## config.mk

```make
export PLATFORM = sky130hd
export DESIGN_NAME = encoder4to2_stream
export DESIGN_NICKNAME = d
export VERILOG_FILES = /design/src/rtl/encoder4to2_stream_pkg.sv /design/src/rtl/encoder4to2_stream_prio_sel.sv /design/src/rtl/encoder4to2_stream.sv
export SDC_FILE = /design/constraint.sdc
export NUM_CORES = 1
export LEC_CHECK = 0
export ABC_AREA = 1
export ABC_CLOCK_PERIOD_IN_PS = 900
export CORE_MARGIN = 8
export CORE_UTILIZATION = 25
export CTS_CLUSTER_DIAMETER = 100
export DETAILED_ROUTE_END_ITERATION = 10
export GPL_ROUTABILITY_DRIVEN = 1
export PLACE_DENSITY = 0.54
export SKIP_LAST_GASP = 1
export SLEW_MARGIN = 20
export SYNTH_ARGS = -nofsm -noshare
export SYNTH_HDL_FRONTEND = slang
export SYNTH_SLANG_ARGS = --single-unit
```

## constraint.sdc

```tcl
create_clock -name clk -period 0.9 [get_ports clk]
set_input_delay 0.135 -clock clk [delete_from_list [all_inputs] [get_ports clk]]
set_output_delay 0.135 -clock clk [all_outputs]
set_load 0.05 [all_outputs]
```

## src/rtl/encoder4to2_stream_pkg.sv

```systemverilog
// Shared constants and FSM state type for the event-to-index stream encoder.
package enc_pkg;

    localparam int N_DEF  = 4;
    localparam int AW_DEF = 2;

    typedef enum logic {
        IDLE = 1'b0,
        HOLD = 1'b1
    } state_t;

endpackage

```

## src/rtl/encoder4to2_stream_prio_sel.sv

```systemverilog
// Combinational priority selector: finds the first set bit of vec searching
// downward from index start, wrapping from 0 back to N-1.
module prio_sel_n
    import enc_pkg::*;
#(
    parameter int N  = N_DEF,
    parameter int AW = AW_DEF
) (
    input  logic [N-1:0]  vec,
    input  logic [AW-1:0] start,
    output logic [AW-1:0] idx,
    output logic          any
);

    logic [AW-1:0] w_pos;
    logic          w_found;

    // N is a power of two, so the AW-bit subtraction wraps the search naturally
    always_comb begin
        idx     = '0;
        w_pos   = '0;
        w_found = 1'b0;
        for (int k = 0; k < N; k++) begin
            w_pos = start - AW'(k);
            if (!w_found && vec[w_pos]) begin
                idx     = w_pos;
                w_found = 1'b1;
            end
        end
    end

    assign any = |vec;

endmodule

```

## src/rtl/encoder4to2_stream.sv

```systemverilog
// Captures event pulses into a pending set and streams their indices out over valid/ready.
// Define ENC_ROUND_ROBIN_EN for rotating priority; default is fixed highest-index-first.
module encoder4to2_stream
    import enc_pkg::*;
#(
    parameter int N  = N_DEF,
    parameter int AW = $clog2(N)
) (
    input  logic          clk,
    input  logic          rst,
    input  logic          E,
    input  logic [N-1:0]  D,
    output logic [AW-1:0] A,
    output logic          out_valid,
    input  logic          out_ready,
    output logic [N-1:0]  pending,
    output logic          ovf
);

    state_t        r_state;
    logic [N-1:0]  r_pending;
    logic [AW-1:0] r_a;
    logic          r_ovf;

    logic [N-1:0]  w_inVec;
    logic [N-1:0]  w_cand;
    logic [N-1:0]  w_selMask;
    logic [AW-1:0] w_selIdx;
    logic [AW-1:0] w_start;
    logic          w_candAny;
    logic          w_accept;
    logic          w_load;

    always_comb begin
        w_inVec = E ? D : '0;
        w_cand  = r_pending | w_inVec;
    end

`ifdef ENC_ROUND_ROBIN_EN
    logic [AW-1:0] r_lastGrant;

    // Reset value 0 makes the first search start at N-1, same as fixed priority
    assign w_start = r_lastGrant - AW'(1);

    always_ff @(posedge clk) begin
        if (rst) begin
            r_lastGrant <= '0;
        end else if (w_load) begin
            r_lastGrant <= w_selIdx;
        end
    end
`else
    assign w_start = AW'(N - 1);
`endif

    prio_sel_n #(
        .N  (N),
        .AW (AW)
    ) u_prioSel (
        .vec   (w_cand),
        .start (w_start),
        .idx   (w_selIdx),
        .any   (w_candAny)
    );

    assign w_selMask = {{(N-1){1'b0}}, 1'b1} << w_selIdx;
    assign w_accept  = (r_state == HOLD) && out_ready;
    assign w_load    = w_candAny && ((r_state == IDLE) || w_accept);

    // An event on the index currently in A is not in pending, so it counts as new
    always_ff @(posedge clk) begin
        if (rst) begin
            r_state   <= IDLE;
            r_pending <= '0;
            r_a       <= '0;
            r_ovf     <= 1'b0;
        end else begin
            r_ovf <= |(w_inVec & r_pending);
            if (w_load) begin
                r_a       <= w_selIdx;
                r_pending <= w_cand & ~w_selMask;
                r_state   <= HOLD;
            end else begin
                r_pending <= w_cand;
                if (w_accept) begin
                    r_state <= IDLE;
                end
            end
        end
    end

    assign A         = r_a;
    assign out_valid = (r_state == HOLD);
    assign pending   = r_pending;
    assign ovf       = r_ovf;

endmodule

```

* Yosys cells after proc, flatten, opt, wreduce, memory -nomap -nowiden
Index checks and enable logic that the tools add are counted.
** Storage, ports and cells
- Register bits :: 8
- Bits in latches :: 0
- ROM bits :: 0
- Word-level logic and storage cells :: 33
- Memories kept :: 0
- Output and inout bits :: 8
- Memory bits (writable) :: 0
** Cells by class
- Muxes and demuxes :: 11
- $lt $le $gt $ge :: 0
- Divide/modulo/power cells :: 0
- Bitwise gates (word level) :: 5
- Equal/unequal tests :: 0
- Multiply operators :: 0
- Add/sub/neg operators :: 0
- Reductions and logical operators :: 12
- Shift operators :: 1
** Operator list (number)
- bitwise AND 4 bit :: 2
- two-way mux 2 bit :: 4
- two-way mux 4 bit :: 2
- OR reduction 4 bit :: 2
- logical AND 1 bit :: 5
- two-way mux 1 bit :: 5
- inverter 4 bit :: 1
- bitwise OR 4 bit :: 1
- << shifter 1 x 2 -> 4 bit, first input constant :: 1
- zero test 1 bit :: 3
- nonzero test 2 bit :: 1
- logical OR 1 bit :: 1
- inverter 1 bit :: 1

* Depth between registers and ports, before layout
Gate-level depths: netlist of run 1.
- Depth after elaboration :: 16
- Depth in mapped cells :: 8
- Mapped depth without buffers :: 8

* Modules after synthesis
Synthesis of run 1 repeated with hierarchy kept, for this count alone.
** Second synthesis, totals
- Cells, all modules :: 104
- Area total of the unflattened synthesis :: 625.6 um^2
** By module, submodules not included
- encoder4to2_stream :: sequential area each 160.2 um^2, cells an instance 55, area each 390.4 um^2, instances 1
- prio_sel_n :: sequential area each 0.0 um^2, cells an instance 49, area each 235.2 um^2, instances 1

* Least setup slack after synthesis of run 1
OpenSTA, ideal clock, no wires.
- Path type :: register to register
- Start point :: reg r_state, in the netlist out_valid
- End point :: reg r_a[1], in the netlist A[1]
- Path buffers :: 0
- Slack :: -0.383 ns
- Arrival :: 1.217 ns
- Clock period less this slack :: 1.283 ns
- Stages on the path, launching flop included :: 6
- Cells stage by stage :: dfxtp_1 inv_1 or2_4 nand2_2 nand2_1 a21oi_2
** Between the ends
- Word-level cells in the longest chain between the ends :: 3
** RTL lines
- start: declaration :: line encoder4to2_stream.sv:20 : state_t r_state;
- start signal: assignment :: line encoder4to2_stream.sv:73 : r_state <= IDLE;
- start signal: assignment :: line encoder4to2_stream.sv:82 : r_state <= HOLD;
- start signal: assignment :: line encoder4to2_stream.sv:86 : r_state <= IDLE;
- logical AND 1 bit / inverter 1 bit (equally long branches) :: line encoder4to2_stream.sv:67, encoder4to2_stream.sv:68
- logical OR 1 bit * :: line encoder4to2_stream.sv:68 : assign w_load = w_candAny && ((r_state == IDLE) || w_accept);
- logical AND 1 bit * :: line encoder4to2_stream.sv:68
- end signal: assignment :: line encoder4to2_stream.sv:80 : r_a <= w_selIdx;
- end: declaration :: line encoder4to2_stream.sv:22 : logic [AW-1:0] r_a;
Mark *: on every way between the ends. The rest lies on a longest branch, timed or not.
A chain may end at the register's enable or synchronous reset.

* Worst setup path in the final report of run 1
- Start point :: reg r_pending[2], in the netlist pending[2]
- End point :: out pending[2]
** RTL lines
- start: declaration :: line encoder4to2_stream.sv:21 : logic [N-1:0] r_pending;
- start signal: assignment :: line encoder4to2_stream.sv:81 : r_pending <= w_cand & ~w_selMask;
- start signal: assignment :: line encoder4to2_stream.sv:84 : r_pending <= w_cand;
- end: declaration :: line encoder4to2_stream.sv:16 : output logic [N-1:0] pending,
No word-level cell between the ends.

==> impl_metrics.yaml, run 1 <==
flow_run:
  maxCapViolCount: 0
logic_synthesis:
  ys.flop_type: "dfxtp_1"
  seq_area_frac_synth: 0.4169
  ys_warn_count: 0
  synth_area_per_cell_um2: 6.984
  synth_edf_count: 0
  synth-simple-area-share: 0.3518
  yosys.area_share.adder: 0
  yosysMostFrequentCell: "inv_1"
  yosys.area.top_type: "dfxtp_1"
  synthXorXnorAreaFrac: 0
  synth_cell_types: 11
  yosysTopAreaCellShare: 0.4169
  netlist_area_um2: 384.1
  muxShareOfSynthArea: 0
  synth_fp_nets: 63
  synth_top_family_by_area: "simple AND/OR/NAND/NOR gates"
  ys_ff_latch: 8
  synth_area_leaders: "dfxtp_1 (42%), inv_1 (13%), nand2_1 (9.8%)"
  postSynthCellCount: 55
  yosys-top-cells-count: "inv_1 (13), nand2_1 (10), dfxtp_1 (8), nor2_1 (7), nand2_2 (5)"
  async_reset_ff_frac: 0
  synth_compound_gate_area_share: 0.1042
worst_setup_path:
  reg2reg_to: "A[0]$_SDFFE_PP0P_"
  reg2reg_slack_ps: -80
  crit_required_ps: 760
  critPathLaunchType: "flip-flop"
  r2r.worst_path.cells: 8
  crit_fanout: 2
  critPathCaptureType: "output pin"
  timing.rr.start: "pending[3]$_SDFF_PP0_"
  crit_arrival_ps: 850
  path_class: "reg2out"
cells_and_area:
  drive_above_1_share: 0.5581
  fillers: 157
  fin_cells: 102
  nets: 95
  fin_area_um2: 804.5
  final_util: 0.5468
  area_growth_pct: 109.4
  diodes: 0
clock_tree:
  cts_tree: "yes"
  cts_sinks: 8
  path_clk_slew_ps: 50
  clk_latency_ps: 260
  ctsRootBufferMaster: "clkbuf_4"
  cts_max_level: 1
  cts_made_buffers: 3
  cts_hold_buf: 0
  clockBufferDepth: 2
worst_hold_path:
  holdPathStages: 5
  hold_path.class: "in2reg"
  whs_endpoint: "pending[3]$_SDFF_PP0_"
  holdCritStartpoint: "D[3]"
timing:
  finClkSkew_ps: 10.96
  fin_ws_ps: -87.34
  hold_viol_final: 0
  fin_crit_sh: 1.097
  fin_crit_ps: 987.3
  max_clock_freq_mhz: 1013
  slew_headroom: 0.8749
  rsz0062_at_grt: "yes"
  setup_violations: 12
  slew_viol_final: 0
  whs_ps: 298.6
  worstMarginPinSlew_ps: 187.4
placed_design:
  gp_congestion: 0.7723
  place_ws_ps: -419.3
  placed_area_um2: 728.2
  place_hpwl_um: 733.9
  port_buffers: 15
  numPlacedInstances: 96
grt:
  grt_antenna_before_repair: 0
  grt_max_degree: 7
  grt_first_pass_wirelength_mm: 1.628
  grt-ovfl-total: 0
  grt_usage: 0.07273
  grt_pass1_vias: 434
die:
  ios: 16
  rows: 14
  die_area_um2: 3046
  start_util: 0.2611
  fp.dieW_um: 55.20
  die_h_um: 55.20
  coreArea_um2: 1471
routing:
  routed_wirelength_um: 919
  drc: 0
  postRouteAntennaNets: 0
  first_pass_iters: 2
  drtIter0Drc: 4
  via_per_inst: 4.108
  wire_per_inst_um: 9.010
  dr_total_vias: 419
status:
  status: "finished with violations"
  failed_checks: "negative setup slack"
power_and_ir_drop:
  power.leakage_nw: 0.3935
  power_density_nw_per_um2: 1490
  ir_worst_vdd_uv: 1040
-- worst max path at each step --
stage,start,slack [ps],endpoint
after floorplan,out_valid$_SDFFE_PP0P_,-120,A[1]$_SDFFE_PP0P_
after global placement,E,-420,A[0]$_SDFFE_PP0P_
after detailed placement,E,-420,A[0]$_SDFFE_PP0P_
after CTS,pending[2]$_SDFF_PP0_,-100,A[0]$_SDFFE_PP0P_
after global routing,pending[3]$_SDFF_PP0_,-180,A[0]$_SDFFE_PP0P_
final,pending[2]$_SDFF_PP0_,-90,pending[2]
-- where the power goes --
group          total, mW  switching, mW  internal, mW  leakage, nW
sequential         0.411         0.0264         0.384       0.0700
combinational      0.492          0.243         0.249        0.308
clock              0.296          0.126         0.170       0.0150
-- metal layers --
layer / vias to the layer above / wire [um] / global-route usage
met5: - / 0 / 0
met4: 0 / 17 / 0.04800
met3: 2 / 121 / 0.02941
met2: 14 / 397 / 0.1119
met1: 176 / 382 / 0.08079
li1: 227 / - / -
-- repair_timing --
item                                    4_1_cts  5_1_grt
pin swaps                                     8        5
gates resized for setup                       9        7
buffers inserted                              2        0
endpoints found under the setup margin       14       16
-- worst max-delay path, cell delays in order (launching register included) --
cell	delay, ps
dfxtp_4	340
buf_4	130
buf_12	140
-- stage by stage --
stage	setup TNS (ps)	power (mW)
5_1_grt	-1517	1.267
3_3_place_gp	-2968	0.8842
6_report	-721.3	1.198
3_5_place_dp	-2999	0.8852
2_1_floorplan	-624.9	0.6425
4_1_cts	-922.4	1.211
-- cell type report --
class                      instances  area, um^2  share of cell area
timing repair buffer              27       335.3              0.4168
multi-input combinational         34       190.2              0.2364
sequential                         8       181.4              0.2255
inverter                          13       51.30             0.06376
clock buffer                       4       26.28             0.03266
tap                               16       20.02             0.02488
-- sequential cells by signal (all words and copies together), names as in the netlist --
name	count
out_valid	1
pending	4
A	2
ovf	1
-- logic make-up (layout without fill, tap and decap cells) --
group                  count (synthesis)  count (layout)
DFF                                    8               8
and+or+nand+nor                       28              28
buffers and inverters                 13              44
AOI/OAI and AO/OA                      6               6
-- cells in the final DEF, fill, tap and decap left out --
master,count
inv_1,8
buf_12,8
buf_4,8
nand2_2,7
nand2_1,7
nor2_1,6
dfxtp_4,5
inv_2,4
nand3_1,4
clkdlybuf4s50_1,4
buf_6,4
clkbuf_4,3
dfxtp_2,2
a21oi_2,2
o21ai_1,2
o22ai_1,2
dlygate4sd2_1,2
dfxtp_1,1
inv_4,1
nand2_4,1
nor2_4,1
nor2_2,1
or2_4,1
clkbuf_1,1
dlymetal6s2s_1,1
(Power assumes the default switching activity.)
==> run 2, diff against run 1 <==
- MAX_ROUTING_LAYER: not set -> met4
==> run 2 against run 1 <==
  * The flow still finishes with violations (negative setup slack)
  * Sequential power hardly changed
  * Clock skew is 0.85 ps higher
  * Critical path type unchanged
  * Clock power hardly changed
  * Cell area stayed put
  * Highest routed layer unchanged
==> impl_metrics.yaml, run 2 (synthesized netlist as in run 1, its figures left out) <==
timing:
  fin_crit_sh: 1.096
  worstMarginPinSlew_ps: 189.6
  slew_viol_final: 0
  fin_crit_ps: 986.3
  rsz0062_at_grt: "yes"
  hold_viol_final: 0
  fin_ws_ps: -86.33
  setup_violations: 12
  max_clock_freq_mhz: 1014
  timing.setup.tns_ps: -715.7
  slew_headroom: 0.8735
  finClkSkew_ps: 11.82
clock_tree:
  clk_latency_ps: 260
  cts_hold_buf: 0
  cts_sinks: 8
  ctsRootBufferMaster: "clkbuf_4"
  cts_made_buffers: 3
  cts_tree: "yes"
  path_clk_slew_ps: 50
  cts_max_level: 1
  clockBufferDepth: 2
die:
  start_util: 0.2611
  ios: 16
  coreArea_um2: 1471
  fp.dieW_um: 55.20
  rows: 14
  die_area_um2: 3046
  die_h_um: 55.20
grt:
  grt_antenna_before_repair: 0
  grt-ovfl-total: 0
  grt_pass1_vias: 433
  grt_first_pass_wirelength_mm: 1.628
  grt_usage: 0.07489
  grt_max_degree: 7
placed_design:
  place_ws_ps: -419.3
  place_hpwl_um: 733.9
  gp_congestion: 0.7827
  placed_area_um2: 728.2
  port_buffers: 15
worst_setup_path:
  path_cells: "buf_4 > buf_12"
  crit_fanout: 2
  crit_buf_inv: 2
  timing.rr.start: "pending[3]$_SDFF_PP0_"
  crit_path_max_incr_delay_ps: 340
  slowest_stage: "dfxtp_4"
  crit_required_ps: 760
  critPathCaptureType: "output pin"
  path_class: "reg2out"
  crit_start: "pending[2]$_SDFF_PP0_"
  crit_arrival_ps: 850
  crit_family: "flip-flops"
  critPathLaunchType: "flip-flop"
power_and_ir_drop:
  power_density_nw_per_um2: 1488
  clkPwrFrac: 0.246
  intPower_uw: 803.2
  power.leakage_nw: 0.3935
  comb_power_share: 0.411
  ir_worst_vdd_uv: 1037
  power_mw: 1.198
  netSwitchingPower_uw: 394.3
  p_sw_frac: 0.3293
  seqPwrFrac: 0.343
routing:
  first_pass_iters: 3
  drtIter0Drc: 4
  dr_total_vias: 419
  routed_wirelength_um: 915
  via_per_inst: 4.108
  wire_per_inst_um: 8.971
  postRouteAntennaNets: 0
  drc: 0
cells_and_area:
  diodes: 0
  drive_above_1_share: 0.5581
  final_util: 0.5468
  mostFrequentLayoutCells: "inv_1 (8), buf_12 (8), buf_4 (8)"
  largest_register_ffs: 4
  fin_area_um2: 804.5
  area_growth_pct: 109.4
  nets: 95
worst_hold_path:
  hold_path.class: "in2reg"
  holdCritStartpoint: "D[3]"
flow_run:
  maxCapViolCount: 0
status:
  status: "finished with violations"
  failed_checks: "negative setup slack"
-- run 2: through the flow --
stage / hold WS, ps / instances
after floorplan: 197.4 / 55
after CTS: 463.2 / 102
after global placement: 493.7 / 96
after detailed placement: 499.6 / 96
final: 299.5 / 102
after global routing: 334.0 / 102
-- run 2: what timing repair did --
| action | in CTS | in global routing |
|---|---|---|
| pin swaps | 8 | 5 |
| resized for setup | 9 | 7 |
| setup endpoints to repair | 14 | 16 |
| buffers inserted | 2 | 0 |
-- run 2: path summary, 6_finish.rpt --
path	slack, ps	cells past startpoint	endpoint
setup / recovery	-90	2	pending[2]
hold / removal	300	5	pending[3]$_SDFF_PP0_
setup reg to reg	-70	8	A[0]$_SDFFE_PP0P_
hold reg to reg	490	2	A[1]$_SDFFE_PP0P_
-- run 2: metal layers --
layer  up-vias  track usage  part of all wire
met1       176      0.08232              0.43
met4         0      0.04800             0.019
li1        227            -                 -
met2        14       0.1119              0.42
met5         -            -                 0
met3         2      0.02674              0.12
-- run 2: power groups by stage --
stage / Combinational, mW / Sequential (mW) / Clock [mW]
floorplan: 0.129 / 0.513 / 0
detailed placement: 0.472 / 0.413 / 0
CTS: 0.489 / 0.410 / 0.311
finish: 0.492 / 0.411 / 0.295
global placement: 0.471 / 0.413 / 0
global route: 0.529 / 0.415 / 0.323
-- run 2: worst reg2reg max path: stages (launching register included) --
cell and delay [ps]:
dfxtp_4 350, inv_4 60, nand2_4 50, nor2_4 120, nand2_2 70, nand2_2 80
nand2_1 50, nand2_1 50, nor2_1 40
-- run 2: final cells by class --
cell class	instances	area, um^2
inverter	13	51.30
fill	157	666.9
sequential	8	181.4
tap	16	20.02
timing repair buffer	27	335.3
multi-input combinational	34	190.2
clock buffer	4	26.28
==> run 3, diff against run 2 <==
- GPL_TIMING_DRIVEN: not set -> 0
- SKIP_LAST_GASP: 1 -> not set
==> run 3 against run 2 <==
  * Largest cell class unchanged
  * Die area is the same
  * The flow still finishes with violations (negative setup slack)
  * Sequential power shrank 1%
  * Register-to-register slack lost 20 ps
  * Sequential share of layout area grew 3.1 points
==> impl_metrics.yaml, run 3 (synthesized netlist as in run 1, its figures left out) <==
clock_tree:
  cts_sinks: 8
  cts_max_level: 1
  clockBufferDepth: 2
  ctsRootBufferMaster: "clkbuf_4"
  cts_tree: "yes"
  cts_made_buffers: 3
  clk_latency_ps: 260
  cts_hold_buf: 0
  path_clk_slew_ps: 60
placed_design:
  place_hpwl_um: 694.3
  numPlacedInstances: 86
  port_buffers: 15
  placed_area_um2: 573.1
  place_ws_ps: -430.0
  gp_congestion: 0.7888
die:
  coreArea_um2: 1471
  start_util: 0.2611
  rows: 14
  ios: 16
  die_h_um: 55.20
  fp.dieW_um: 55.20
  die_area_um2: 3046
power_and_ir_drop:
  power.leakage_nw: 0.3427
  power_density_nw_per_um2: 1587
  power_mw: 1.116
  ir_worst_vdd_uv: 839.5
routing:
  wire_per_inst_um: 9.381
  dr_total_vias: 406
  first_pass_iters: 2
  via_per_inst: 4.186
  postRouteAntennaNets: 0
  routed_wirelength_um: 910
  drc: 0
  drtIter0Drc: 6
grt:
  grt_pass1_vias: 412
  use_met3: 0.02941
  grt_antenna_before_repair: 0
  grt_usage: 0.07426
  grt_first_pass_wirelength_mm: 1.573
  grt.met2_usage: 0.1045
  grt_max_degree: 7
  busiest_layer: "met2"
  gr-usage-met1: 0.08055
  grt-ovfl-total: 0
cells_and_area:
  diodes: 0
  final_util: 0.4779
  area_growth_pct: 83.06
  fin_area_um2: 703.2
  largest_register_ffs: 4
  fin_cells: 97
  mostFrequentLayoutCells: "nand2_2 (8), inv_1 (8), buf_4 (7)"
  drive_above_1_share: 0.5556
  nets: 90
timing:
  fin_crit_sh: 1.105
  timing.setup.tns_ps: -511.5
  setup_violations: 9
  hold_viol_final: 0
  fin_ws_ps: -94.20
  finClkSkew_ps: 6.725
  rsz0062_at_grt: "yes"
  max_clock_freq_mhz: 1006
  whs_ps: 467.5
  worstMarginPinSlew_ps: 183.5
  slew_headroom: 0.8775
  slew_viol_final: 0
  fin_crit_ps: 994.2
worst_setup_path:
  crit_required_ps: 1050
  crit_path_max_incr_delay_ps: 350
  path_class: "reg2reg"
  slowest_stage: "dfxtp_4"
  critPathLaunchType: "flip-flop"
  cp_common_cell: "buf_4"
  crit_family: "flip-flops"
  critPathCaptureType: "flip-flop"
  crit_buf_inv: 4
  crit_arrival_ps: 1150
  crit_fanout: 2
  path_cells: "inv_2 > nand2_2 > buf_4 > buf_4 > o21ai_1 > inv_1"
flow_run:
  maxCapViolCount: 0
status:
  status: "finished with violations"
  failed_checks: "negative setup slack"
worst_hold_path:
  hold_path.class: "in2reg"
run 3: final cells by class:
type	count	area [um^2]
inverter	13	51.30
multi-input combinational	34	200.2
timing repair buffer	22	225.2
fill	161	768.2
sequential	8	180.2
clock buffer	4	26.28
tap	16	20.02
run 3: final timing paths:
path | end | cells after the start | slack (ps) | startpoint
max | out_valid$_SDFFE_PP0P_ | 6 | -90 | pending[0]$_SDFF_PP0_
min | A[1]$_SDFFE_PP0P_ | 2 | 470 | rst
max reg2reg | out_valid$_SDFFE_PP0P_ | 6 | -90 | pending[0]$_SDFF_PP0_
min reg2reg | A[1]$_SDFFE_PP0P_ | 2 | 470 | A[1]$_SDFFE_PP0P_
run 3: where the power goes:
| group | total (mW) | leakage [nW] | internal, mW | switching (mW) |
|---|---|---|---|---|
| logic | 0.417 | 0.258 | 0.180 | 0.238 |
| registers | 0.407 | 0.0695 | 0.384 | 0.0231 |
| clock network | 0.291 | 0.0150 | 0.170 | 0.122 |
| total | 1.12 | 0.343 | 0.733 | 0.382 |
run 3: what timing repair did:
action	in CTS	in global routing
endpoints found under the hold margin	0	0
endpoints found under the setup margin	15	16
resized for setup	63	10
cloned	0	0
pin swaps	8	6
buffers inserted	3	4
run 3: per-layer routing:
layer,part of all wire,routed length (um),vias to the layer above
li1,-,-,219
met1,0.44,404,167
met2,0.39,353,15
met3,0.13,120,5
met4,0.034,31,0
met5,0,0,-
==> variant (settings of run 2) <==
Build with the macro `ENC_ROUND_ROBIN_EN` defined.
--- a/src/rtl/encoder4to2_stream.sv
+++ b/src/rtl/encoder4to2_stream.sv
@@ -1,5 +1,7 @@
 // Captures event pulses into a pending set and streams their indices out over valid/ready.
 // Define ENC_ROUND_ROBIN_EN for rotating priority; default is fixed highest-index-first.
+`define ENC_ROUND_ROBIN_EN
+
 module encoder4to2_stream
     import enc_pkg::*;
 #(
Function: changed (Yosys sat finds a counterexample within 4 cycles, from zero or initial values and one cycle with rst high).
==> variant against run 2 <==
Synthesized cell count is 100% higher. Setup slack got worse by 0.48 ns. Wire length rose to 2.5 times the old value. The run still ends with negative setup slack left. Global-route usage up 2.9 points. Sequential cell count stayed put. Synthesized area up 79%. Clock skew down 0.0086 ns. Critical path depth grew 9. Total power rose to 4.4 times the old value. Largest power group unchanged. Highest routed layer unchanged. Largest cell class is now multi-input gates. Cell area grew 76%.
==> variant: results (changes against run 2) <==
STA:
- The final count of negative-setup-slack endpoints is 14 (+2).
- The shortest clock period the worst path allows after layout is 1.47 ns (+0.482 ns).
- The setup TNS is -4.46 ns (-3.75 ns).
- The minimum setup slack in the final design was -0.569 ns (-0.482 ns).
- The number of slew-limit violations in the final report is 0 (unchanged).
- The worst clock skew is 0.00325 ns (-0.00857 ns).
- The slew at the pin closest to its max-slew limit was 0.214 ns (+0.0240 ns).

Logic synthesis:
- The net count of the mapped netlist is 119 (+89%).
- By area the synthesized netlist is led by dfxtp_1, nand2_1, nand3_1.
- The per-instance average area after synthesis is 6.21 um^2 (-11%).
- The number of distinct library cells after synthesis is 20 (+9).
- By count the netlist is led by nand2_1, nand3_1, inv_1, nor2_1, dfxtp_1.
- The sequential fraction of the synthesis area was 0.232 (-0.185).

Setup path:
- The type of the worst setup path is register to register.
- The worst reg-to-reg path cell count was 11 (+3).
- The category of cells accounting for the largest share of critical-path delay is simple AND/OR/NAND/NOR gates.
- The delay contributed by the slowest stage of the critical path is 0.37 ns (+0.03 ns).
- The worst register-to-register path begins at A[0]$_SDFFE_PP0P_.
- The critical-path maximum fanout is 4 (+2).
- Following the worst setup path forward leads to its endpoint at pending[3]$_SDFF_PP0_.
- The master of the slowest instance on the critical path is dfxtp_4.

Cells and area:
- The number of standard cells in the layout, taps in and fillers out came to 184 (+80%).
- The total inserted antenna cells is 0 (unchanged).
- The share of final-layout standard cells stronger than drive strength 1 was 0.667 (+0.109).
- The final net count is 163 (+72%).

Clock tree:
- The depth of the CTS H-tree was 1 (unchanged).
- Clock-pin slew was measured on the worst setup and hold paths at 0.06 ns.

Route:
- The via count is 877 (+110%).
- The number of search-and-repair iterations in the first detailed-routing pass is 4 (+1).
- The wire length after detailed routing was 2330 um (+150%).
- The number of DRC markers in iteration 0 is 6 (+2).

Global route:
- The via count of the first global-routing pass is 889 (+110%).
- The largest net degree at the start of global routing is 10 (+3).
- The total routing resource utilization after global routing is 0.104 (+0.0289).
- The global-route wire length before repair came to 3700 um (+130%).

Power:
- The combinational group share of total power was 0.815 (+0.404).
- The leakage power of the design is 0.654 nW (+66%).
- The highest ir drop seen on vdd is 1.93 mV (+87%).
- The areal power density over the cells is 3690 nW/um^2 (+150%).
- The sequential-cell power consumption is 685 uW (+67%).
- The net switching power came to 2.65 mW (+570%).

Placed design:
- The weighted congestion reported at the end of routability-driven placement is 0.942 (+20%).
- The sum of net half-perimeters after detailed placement is 1720 um (+130%).

Status:
- The run finished, with violations left.
- The checks that failed: negative setup slack.
[variant: routing by layer]
layer | part of all wire | track usage
met1 | 0.42 | 0.116
met2 | 0.55 | 0.182
met5 | 0 | -
met3 | 0.016 | 0.00969
met4 | 0.011 | 0.0460
[variant: timing repair]
item | in CTS | in global routing
setup buffers | 3 | 5
pin swaps | 2 | 17
resized for setup | 18 | 33
setup endpoints to repair | 15 | 16
[variant: layout make-up]
cell class / count / area [um^2]
clock buffer: 3 / 22.5
timing repair buffer: 41 / 470
fill: 247 / 1270
sequential: 8 / 185
tap: 31 / 38.8
inverter: 14 / 62.6
multi-input combinational: 87 / 634
[variant: through the flow]
stage | setup WS (ns) | area (um^2) | total power [mW]
floorplan | -0.551 | 779 | 2.92
global placement | -0.862 | 1170 | 4.08
detailed placement | -0.889 | 1170 | 4.11
CTS | -0.554 | 1270 | 4.61
global route | -0.678 | 1410 | 5.58
finish | -0.569 | 1410 | 5.21
[variant: cell families after synthesis]
kind of cell / synth area share
compound gates: 0.0962
buf+inv: 0.116
flops: 0.232
simple gates: 0.555
[variant: how the worst min path moves through the flow]
| stage | startpoint | end | slack (ns) | cells after the start |
|---|---|---|---|---|
| 3_3_place_gp | out_valid$_SDFFE_PP0P_ | out_valid$_SDFFE_PP0P_ | 0.56 | 4 |
| 3_5_place_dp | ovf$_SDFF_PP0_ | ovf | 0.59 | 1 |
| 6_report | D[2] | ovf$_SDFF_PP0_ | 0.56 | 5 |
| 5_1_grt | D[2] | ovf$_SDFF_PP0_ | 0.61 | 5 |
| 2_1_floorplan | rst | A[1]$_SDFFE_PP0P_ | 0.19 | 1 |
| 4_1_cts | D[2] | ovf$_SDFF_PP0_ | 0.53 | 5 |
